===== src/rtl/uart_tx_fifo.sv =====
`timescale 1ns/1ps
// uart_tx_fifo: byte FIFO feeding an 8N1 UART serialiser (LSB first).
// Optional build macro UART_TX_PARITY_EN inserts an even-parity bit (8E1).
module uart_tx_fifo #(
    parameter int unsigned CLK_FREQ = 100000000,
    parameter int unsigned BAUD     = 115200,
    parameter int unsigned FIFO_AW  = 4
) (
    input  logic       clk,
    input  logic       rst,
    input  logic [7:0] din,
    input  logic       din_rdy,
    output logic       full,
    output logic       empty,
    output logic       busy,
    output logic       ovf,
    output logic       tx
);

    localparam int unsigned DIV   = CLK_FREQ / BAUD;
    localparam int unsigned CNT_W = (DIV > 1) ? $clog2(DIV) : 1;
    localparam int unsigned DEPTH = 2 ** FIFO_AW;
    localparam int unsigned CW    = FIFO_AW + 1;
    localparam logic [CNT_W-1:0] CNT_LAST = CNT_W'(DIV - 1);

    typedef enum logic [2:0] {
        IDLE,
        START,
        DATA,
`ifdef UART_TX_PARITY_EN
        PARITY,
`endif
        STOP
    } state_t;

    logic [7:0]         mem [DEPTH];
    logic [FIFO_AW-1:0] wr_ptr;
    logic [FIFO_AW-1:0] rd_ptr;
    logic [CW-1:0]      count;
    logic [CW-1:0]      count_nxt;
    logic               pop_c;
    logic               wr_c;
    logic               drop_c;

    state_t             state;
    logic [CNT_W-1:0]   cnt;
    logic               bit_end_c;
    logic [2:0]         bit_idx;
    logic [7:0]         shift;
`ifdef UART_TX_PARITY_EN
    logic               par;
`endif

    // FIFO handshake: a pop in IDLE frees a slot, so a write is taken even when full
    assign pop_c  = (state == IDLE) && !empty;
    assign wr_c   = din_rdy && (!full || pop_c);
    assign drop_c = din_rdy && full && !pop_c;

    // Occupancy after this edge
    always_comb begin
        count_nxt = count;
        case ({wr_c, pop_c})
            2'b10:   count_nxt = count + CW'(1);
            2'b01:   count_nxt = count - CW'(1);
            default: count_nxt = count;
        endcase
    end

    // FIFO storage (no reset needed on the data array)
    always_ff @(posedge clk) begin
        if (wr_c) begin
            mem[wr_ptr] <= din;
        end
    end

    // FIFO pointers, occupancy, flags and sticky overflow
    always_ff @(posedge clk or negedge rst) begin
        if (!rst) begin
            wr_ptr <= '0;
            rd_ptr <= '0;
            count  <= '0;
            full   <= 1'b0;
            empty  <= 1'b1;
            ovf    <= 1'b0;
        end else begin
            if (wr_c) begin
                wr_ptr <= wr_ptr + FIFO_AW'(1);
            end
            if (pop_c) begin
                rd_ptr <= rd_ptr + FIFO_AW'(1);
            end
            count <= count_nxt;
            full  <= (count_nxt == CW'(DEPTH));
            empty <= (count_nxt == '0);
            if (drop_c) begin
                ovf <= 1'b1;
            end
        end
    end

    assign bit_end_c = (cnt == CNT_LAST);

    // Frame sequencer; tx follows the state one clock later so it is a clean register
    always_ff @(posedge clk or negedge rst) begin
        if (!rst) begin
            state   <= IDLE;
            cnt     <= '0;
            bit_idx <= '0;
            shift   <= '0;
            tx      <= 1'b1;
            busy    <= 1'b0;
`ifdef UART_TX_PARITY_EN
            par     <= 1'b0;
`endif
        end else begin
            if (state != IDLE) begin
                cnt <= bit_end_c ? '0 : cnt + CNT_W'(1);
            end
            case (state)
                IDLE: begin
                    tx <= 1'b1;
                    if (!empty) begin
                        shift   <= mem[rd_ptr];
`ifdef UART_TX_PARITY_EN
                        par     <= ^mem[rd_ptr];
`endif
                        cnt     <= '0;
                        bit_idx <= '0;
                        state   <= START;
                        busy    <= 1'b1;
                    end
                end
                START: begin
                    tx <= 1'b0;
                    if (bit_end_c) begin
                        state   <= DATA;
                        bit_idx <= '0;
                    end
                end
                DATA: begin
                    tx <= shift[0];
                    if (bit_end_c) begin
                        shift   <= {1'b0, shift[7:1]};
                        bit_idx <= bit_idx + 3'd1;
                        if (bit_idx == 3'd7) begin
`ifdef UART_TX_PARITY_EN
                            state <= PARITY;
`else
                            state <= STOP;
`endif
                        end
                    end
                end
`ifdef UART_TX_PARITY_EN
                PARITY: begin
                    tx <= par;
                    if (bit_end_c) begin
                        state <= STOP;
                    end
                end
`endif
                STOP: begin
                    tx <= 1'b1;
                    if (bit_end_c) begin
                        state <= IDLE;
                        busy  <= 1'b0;
                    end
                end
                default: begin
                    tx    <= 1'b1;
                    state <= IDLE;
                    busy  <= 1'b0;
                end
            endcase
        end
    end

endmodule

===== config.mk =====
export PLATFORM = sky130hd
export DESIGN_NAME = uart_tx_fifo
export DESIGN_NICKNAME = d
export VERILOG_FILES = /design/src/rtl/uart_tx_fifo.sv
export SDC_FILE = /design/constraint.sdc
export NUM_CORES = 1
export LEC_CHECK = 0
export CORE_ASPECT_RATIO = 0.9
export CORE_MARGIN = 2
export CORE_UTILIZATION = 35
export CTS_CLUSTER_DIAMETER = 50
export DETAILED_ROUTE_END_ITERATION = 12
export GPL_ROUTABILITY_DRIVEN = 0
export GPL_TIMING_DRIVEN = 0
export PLACE_DENSITY = 0.48
export RECOVER_POWER = 50
export SLEW_MARGIN = 20
export SYNTH_ARGS = -nofsm -noshare
export SYNTH_HDL_FRONTEND = slang
export SYNTH_SLANG_ARGS = --single-unit

===== constraint.sdc =====
create_clock -name clk -period 3.3 [get_ports clk]
set_clock_uncertainty 0.15 [all_clocks]
set_input_delay 0.66 -clock clk [delete_from_list [all_inputs] [get_ports clk]]
set_output_delay 0.66 -clock clk [all_outputs]
set_load 0.005 [all_outputs]

=== Word level (Yosys, flattened, before mapping) ===
Memories as Yosys holds them, arrays and structs flattened.
Index checks and enable logic that the tools add are counted.

* Register bits: 42
* Memory bits (writable): 128
* Bits of input ports: 11
* Output and inout port bits: 5
* Word-level logic and storage cells: 74
* Memories: 1

{| class="wikitable"
|+ Memory list
! memory !! words !! width !! rd ports !! clocked after Yosys merged registers in !! write ports !! line !! RTL
|-
| mem || 16 || 8 || 1 || 0 || 1 || 36 || <nowiki>logic [7:0] mem [DEPTH];</nowiki>
|}

* $add $sub $neg: 6
* Equal/unequal tests: 13
* Muxes and demuxes: 23
* Bitwise operators: 1
* Reductions and logical operators: 18

{| class="wikitable"
|+ Operators with widths
! kind !! count
|-
| two-way mux 10 bit || 4
|-
| two-way mux 3 bit || 7
|-
| two-way mux 8 bit || 2
|-
| one-hot mux 8 bit (2 select lines) || 1
|-
| one-hot mux 3 bit (4 select lines) || 1
|-
| adder 10 x 1 -> 10 bit (second input constant) || 1
|-
| == test 10 bit (second input constant) || 1
|-
| != test 2 bit (second input constant) || 5
|-
| one-hot mux 5 bit (2 select lines) || 1
|-
| one-hot mux 3 bit (3 select lines) || 1
|-
| adder 4 x 1 -> 4 bit (second input constant) || 2
|-
| == test 3 x 2 -> 1 bit (second input constant) || 2
|-
| AND reduction 3 bit || 2
|-
| nonzero test 3 bit || 2
|-
| adder 5 x 1 -> 5 bit (second input constant) || 1
|-
| == test 5 bit (second input constant) || 1
|-
| logical NOT 5 bit || 1
|-
| AND reduction 5 bit || 1
|-
| subtractor 5 x 1 -> 5 bit (second input constant) || 1
|-
| logical AND 1 bit || 4
|-
| two-way mux 1 bit || 4
|-
| AND reduction 4 bit || 1
|-
| adder 3 x 1 -> 3 bit (second input constant) || 1
|-
| == test 3 x 1 -> 1 bit (second input constant) || 1
|-
| other kinds (11) || 13
|}

=== Depth between registers and ports, before layout ===
* Word-level depth: 7
* Gate-level depth with buffers: 17
* Mapped depth without buffers: 14

=== Worst setup path after synthesis ===
No wires, ideal clock.

* Kind: register to register
* Start point: reg state[0]
* End point: reg full
* Setup time: 0.105 ns
* Arrival: 3.160 ns
* Data required time: 3.045 ns
* Setup slack: -0.115 ns
* Stages on the path, launching flop included: 18
* Buffers on the path: 3
* Period minus slack after synthesis: 3.415 ns
* Cells stage by stage: dfrtp_1 -> inv_1 -> ha_1 -> clkbuf_1 -> nand2b_1 -> nand2_1 -> and2_1 -> clkbuf_1 -> inv_1 -> ha_1 -> clkbuf_1 -> xor2_1 -> ha_1 -> o21ai_0 -> a221oi_1 -> o221ai_1 -> xnor2_1 -> nor4b_1

* Cells in the longest elaborated chain, start to end: 7
* Elaborated cells on any way between the ends: 8
* Classes of those cells: eq/ne (3); mux (1); reduce/logical (4)

{| class="wikitable"
|+ RTL lines
! element !! line !! RTL
|-
| from (decl) || 45 || <nowiki>state_t state;</nowiki>
|-
| from (signal assigned) || 106 || <nowiki>state <= IDLE;</nowiki>
|-
| from (signal assigned) || 129 || <nowiki>state <= START;</nowiki>
|-
| from (signal assigned) || 136 || <nowiki>state <= DATA;</nowiki>
|-
| logical NOT 3 bit * || 55 || <nowiki>assign pop_c = (state == IDLE) && !empty;</nowiki>
|-
| logical AND 1 bit * || 55 ||
|-
| logical OR 1 bit || 56 || <nowiki>assign wr_c = din_rdy && (!full || pop_c);</nowiki>
|-
| logical AND 1 bit || 56 ||
|-
| == test 2 x 1 -> 1 bit / == test 2 bit (equally long branches) || 62 || <nowiki>case ({wr_c, pop_c})</nowiki>
|-
| one-hot mux 5 bit (2 select lines) * || 62 ||
|-
| via count_nxt[4] || 40 || <nowiki>logic [CW-1:0] count_nxt;</nowiki>
|-
| == test 5 bit * || 93 || <nowiki>full <= (count_nxt == CW'(DEPTH));</nowiki>
|-
| to (signal assigned) || 93 ||
|-
| to (decl) || 13 || <nowiki>output logic full,</nowiki>
|}

The timed path passes the listed nets; every way through them passes the cells marked *.
A chain may end at the register's enable or synchronous reset.

=== Worst setup path in the final report ===
* Start point: reg empty
* End point: reg empty

* Cells in the longest elaborated chain, start to end: 7
* Elaborated cells on any way between the ends: 8
* Classes of those cells: eq/ne (2); mux (1); reduce/logical (5)

{| class="wikitable"
|+ RTL lines
! element !! line !! RTL
|-
| from (decl) || 14 || <nowiki>output logic empty,</nowiki>
|-
| from (signal assigned) || 94 || <nowiki>empty <= (count_nxt == '0);</nowiki>
|-
| logical NOT 1 bit * || - ||
|-
| logical AND 1 bit * || 55 ||
|-
| logical OR 1 bit || 56 ||
|-
| logical AND 1 bit || 56 ||
|-
| == test 2 x 1 -> 1 bit / == test 2 bit (equally long branches) || 62 ||
|-
| one-hot mux 5 bit (2 select lines) * || 62 ||
|-
| via count_nxt[4] || 40 ||
|-
| logical NOT 5 bit * || 94 ||
|}

Marked as above.

==> run metrics <==
status finished clean; CTS root buffer clkbuf_16; H-tree level count 4; worst r2r src empty; Syn Area/Cell 15.1 sq um; Switching Fraction 33.7%; cell leakage power 2.90 nW; R2R Setup Slk 0.28 ns; Worst-Skew Late Latency 0.43 ns; fin nets 543; CTS clk-pin slew, worst paths 0.06 ns; CP max stage delay 0.56 ns; Req. time, crit path 3.46 ns; fill count 1858; die area 21600 sq um; P&R area growth vs syn 17.3%; Worst path slowest cell dfstp_2; Final Max Tran Viols 0; first-pass GRT wire length 24300 microns; reg-to-reg endpoint empty; Psw 2.53 mW; post-detailed-placement cell area 7710 sq um; P per Cell Area 896 nW/um^2; number of synthesized flops with an enable pin 128; total track usage 15.2%; CP Launch Type register; Slew HR 17.8%; post-synthesis cell area 7140 sq um; clock share of power 26.3%; final WL 15200 microns; cell family with most CP delay simple AND/OR/NAND/NOR gates; RSZ-0062 raised after global routing false; share of cells above drive strength 1 17.0%; worst-margin pin slew 1.23 ns; fmax 331 MHz; IO Port Bufs 15; minimum clock period 3.02 ns; max-cap check violation count 0; number of global-route vias before repair 3996; # clock sinks 169; Worst Setup End Kind register; antenna viol nets, final 0; diode count 0; Longest Clk Path Bufs 2; VDD IR max 0.000360 V; total CTS buffers 17; Setup Total Neg Slack 0 ns; Site Rows 49; Synth Instances 472; Critical Path Stages 13; TritonRoute pass-1 iters 5; synth warn 0; via count 4058; detailed-placement wirelength estimate 10200 microns; hold buffers post-CTS 0; sequential share of the synthesized area 68.3%; crit path DAT 3.19 ns; synthesized net count 498; Top FF cell, synth edfxtp_1; Min-Delay Path Class input port to asynchronous set/reset pin; Boundary Pins 16; most area-consuming cells after synthesis edfxtp_1 54%, dfrtp_1 14%, mux4_2 6.0%, mux2i_1 4.2%, ha_1 2.6%; WP buf/inv 2; DR WL/cell 19.4 microns; Yosys cell types 50; DR DRC count 0; core box area 20000 sq um; Final setup viols 0; Die H 139 microns; total grt overflow 0; part of the power in combinational logic 35.7%; initial antenna violation count 0; sequential fraction of design power 38.0%; largest net degree at the start of global routing 23; utilization after layout 41.9%; Placed Cells 748; post-synth top area cell edfxtp_1; TritonCTS clock tree yes; Tcrit/Tclk final 91.6%; CP Cell Sequence nand2b_2, nand2_1, and2_1, buf_8, clkinvlp_4, ha_4, xor2_1, ha_2, o21ai_0, a221oi_1, o221ai_1, xnor2_1, nor4_1; via/cell ratio 5.17; CP max FO 8; initial DRC count 305; share of the synthesized area in the top cell type 53.9%; R2R depth 13; #FFs+latches synth 169; Crit Path Category register to register; Total Power 7.50 mW; DIE WIDTH 155 microns; Async SR Flop Fraction 24.3%; fin area 8370 sq um; Cell Int Power 4.97 mW; fin cells 785; final-report hold violation count 0; starting density of the core 35.7%
registers in the layout, summed over array words and instances (netlist names), 2 cells and up:
| register | flops |
|---|---|
| state | 2 |
| bit_idx | 3 |
| count | 5 |
| cnt | 10 |
| shift | 8 |
| mem | 128 |
| wr_ptr | 4 |
| rd_ptr | 4 |
cell families after synthesis:
kind of cell | after synthesis | share of synthesized area, %
XOR/XNOR | 12 | 1.47
buffers and inverters | 41 | 2.33
multiplexers | 51 | 10.5
AND/OR/NAND/NOR | 106 | 7.47
adder cells (fa/ha/maj) | 15 | 2.63
flip-flops | 169 | 68.3
AO/OA/AOI/OAI | 78 | 7.31
final cells by class:
| class | instances | area, sq um | area share [%] |
|---|---|---|---|
| Tap cell | 255 | 319 | 3.81 |
| Clock inverter | 10 | 120 | 1.44 |
| Inverter | 17 | 67.6 | 0.807 |
| Sequential cell | 169 | 4870 | 58.2 |
| Timing Repair Buffer | 28 | 230 | 2.75 |
| Buffer | 22 | 106 | 1.27 |
| Clock buffer | 22 | 464 | 5.55 |
| Multi-Input combinational cell | 262 | 2190 | 26.2 |
worst max path at each step:
| stage | from | to |
|---|---|---|
| floorplan | state[0] | full |
| global placement | state[0] | mem[2][3] |
| detailed placement | state[0] | full |
| CTS | state[1] | full |
| global route | empty | full |
| finish | empty | empty |
layer usage:
metal  global-route usage [%]  wire length [microns]  vias to the layer above
met2                     22.5                   7040                       76
met3                     3.77                    544                       15
met1                     22.3                   7430                     2066
li1                         -                      -                     1901
met5                        0                      0                        -
met4                     4.53                    194                        0
power by group through the flow:
stage	logic, mW	clock network [mW]	registers (mW)
2_1_floorplan	1.83	0	2.86
3_3_place_gp	2.49	0	2.89
3_5_place_dp	2.57	0	2.90
4_1_cts	2.66	2.03	2.86
5_1_grt	2.99	2.12	2.89
6_report	2.68	1.97	2.85
Yosys cell counts, types with 2 or more instances:
cell type  number
mux4_2         19
xnor2_1        10
nor2b_1         5
xor2_1          2
and3_1          3
o22ai_1         7
nand2_1        32
edfxtp_1      128
and2_1          7
a221oi_1        2
mux2i_1        30
or3_1           8
buf_1           4
nand2b_1        3
a22oi_1        14
a22o_1          2
a31oi_1         7
o21ai_0        17
ha_1           15
inv_1          17
nor4_1          6
o41ai_1         2
a21oi_1        14
o31ai_1         3
nor3b_1         2
dfstp_2         2
buf_2           4
nand3_1         7
dfrtp_1        39
mux2_2          2
or4_1           2
nor4b_1         2
nor3_1          5
clkbuf_1       15
nor2_1         20
stage by stage:
| step | hold slack (ns) | setup slack, ns |
|---|---|---|
| 2_1_floorplan | 0.214 | 0.0275 |
| 3_3_place_gp | 0.302 | -0.615 |
| 3_5_place_dp | 0.304 | -0.738 |
| 4_1_cts | 0.0501 | 0.0152 |
| 5_1_grt | 0.353 | 0.0147 |
| 6_report | 0.266 | 0.276 |
timing repair:
| action | CTS | global route |
|---|---|---|
| setup endpoints to repair | 37 | 3 |
| gates cloned | 0 | 0 |
| resized for setup | 10 | 4 |
| hold endpoints to repair | 0 | 0 |
| pin swaps | 2 | 3 |
| buffers inserted | 4 | 3 |
cell usage in the layout, fill, tap and decap left out, types with 4 or more instances in the layout:
| cell type | netlist | routed |
|---|---|---|
| edfxtp_1 | 128 | 128 |
| dfrtp_1 | 39 | 39 |
| nand2_1 | 32 | 32 |
| mux2i_1 | 30 | 30 |
| nor2_1 | 20 | 20 |
| mux4_2 | 19 | 19 |
| clkbuf_1 | 15 | 18 |
| o21ai_0 | 17 | 17 |
| clkbuf_16 | 0 | 17 |
| inv_1 | 17 | 14 |
| a21oi_1 | 14 | 14 |
| a22oi_1 | 14 | 14 |
| ha_1 | 15 | 12 |
| xnor2_1 | 10 | 10 |
| buf_4 | 0 | 9 |
| or3_1 | 8 | 8 |
| dlygate4sd3_1 | 0 | 8 |
| and2_1 | 7 | 7 |
| nand3_1 | 7 | 7 |
| a31oi_1 | 7 | 7 |
| buf_2 | 4 | 7 |
| o22ai_1 | 7 | 7 |
| clkdlybuf4s50_1 | 0 | 6 |
| nor2b_1 | 5 | 5 |
| nor3_2 | 0 | 4 |
| nor4_2 | 0 | 4 |
No activity file was read; power rests on OpenSTA's default activity.
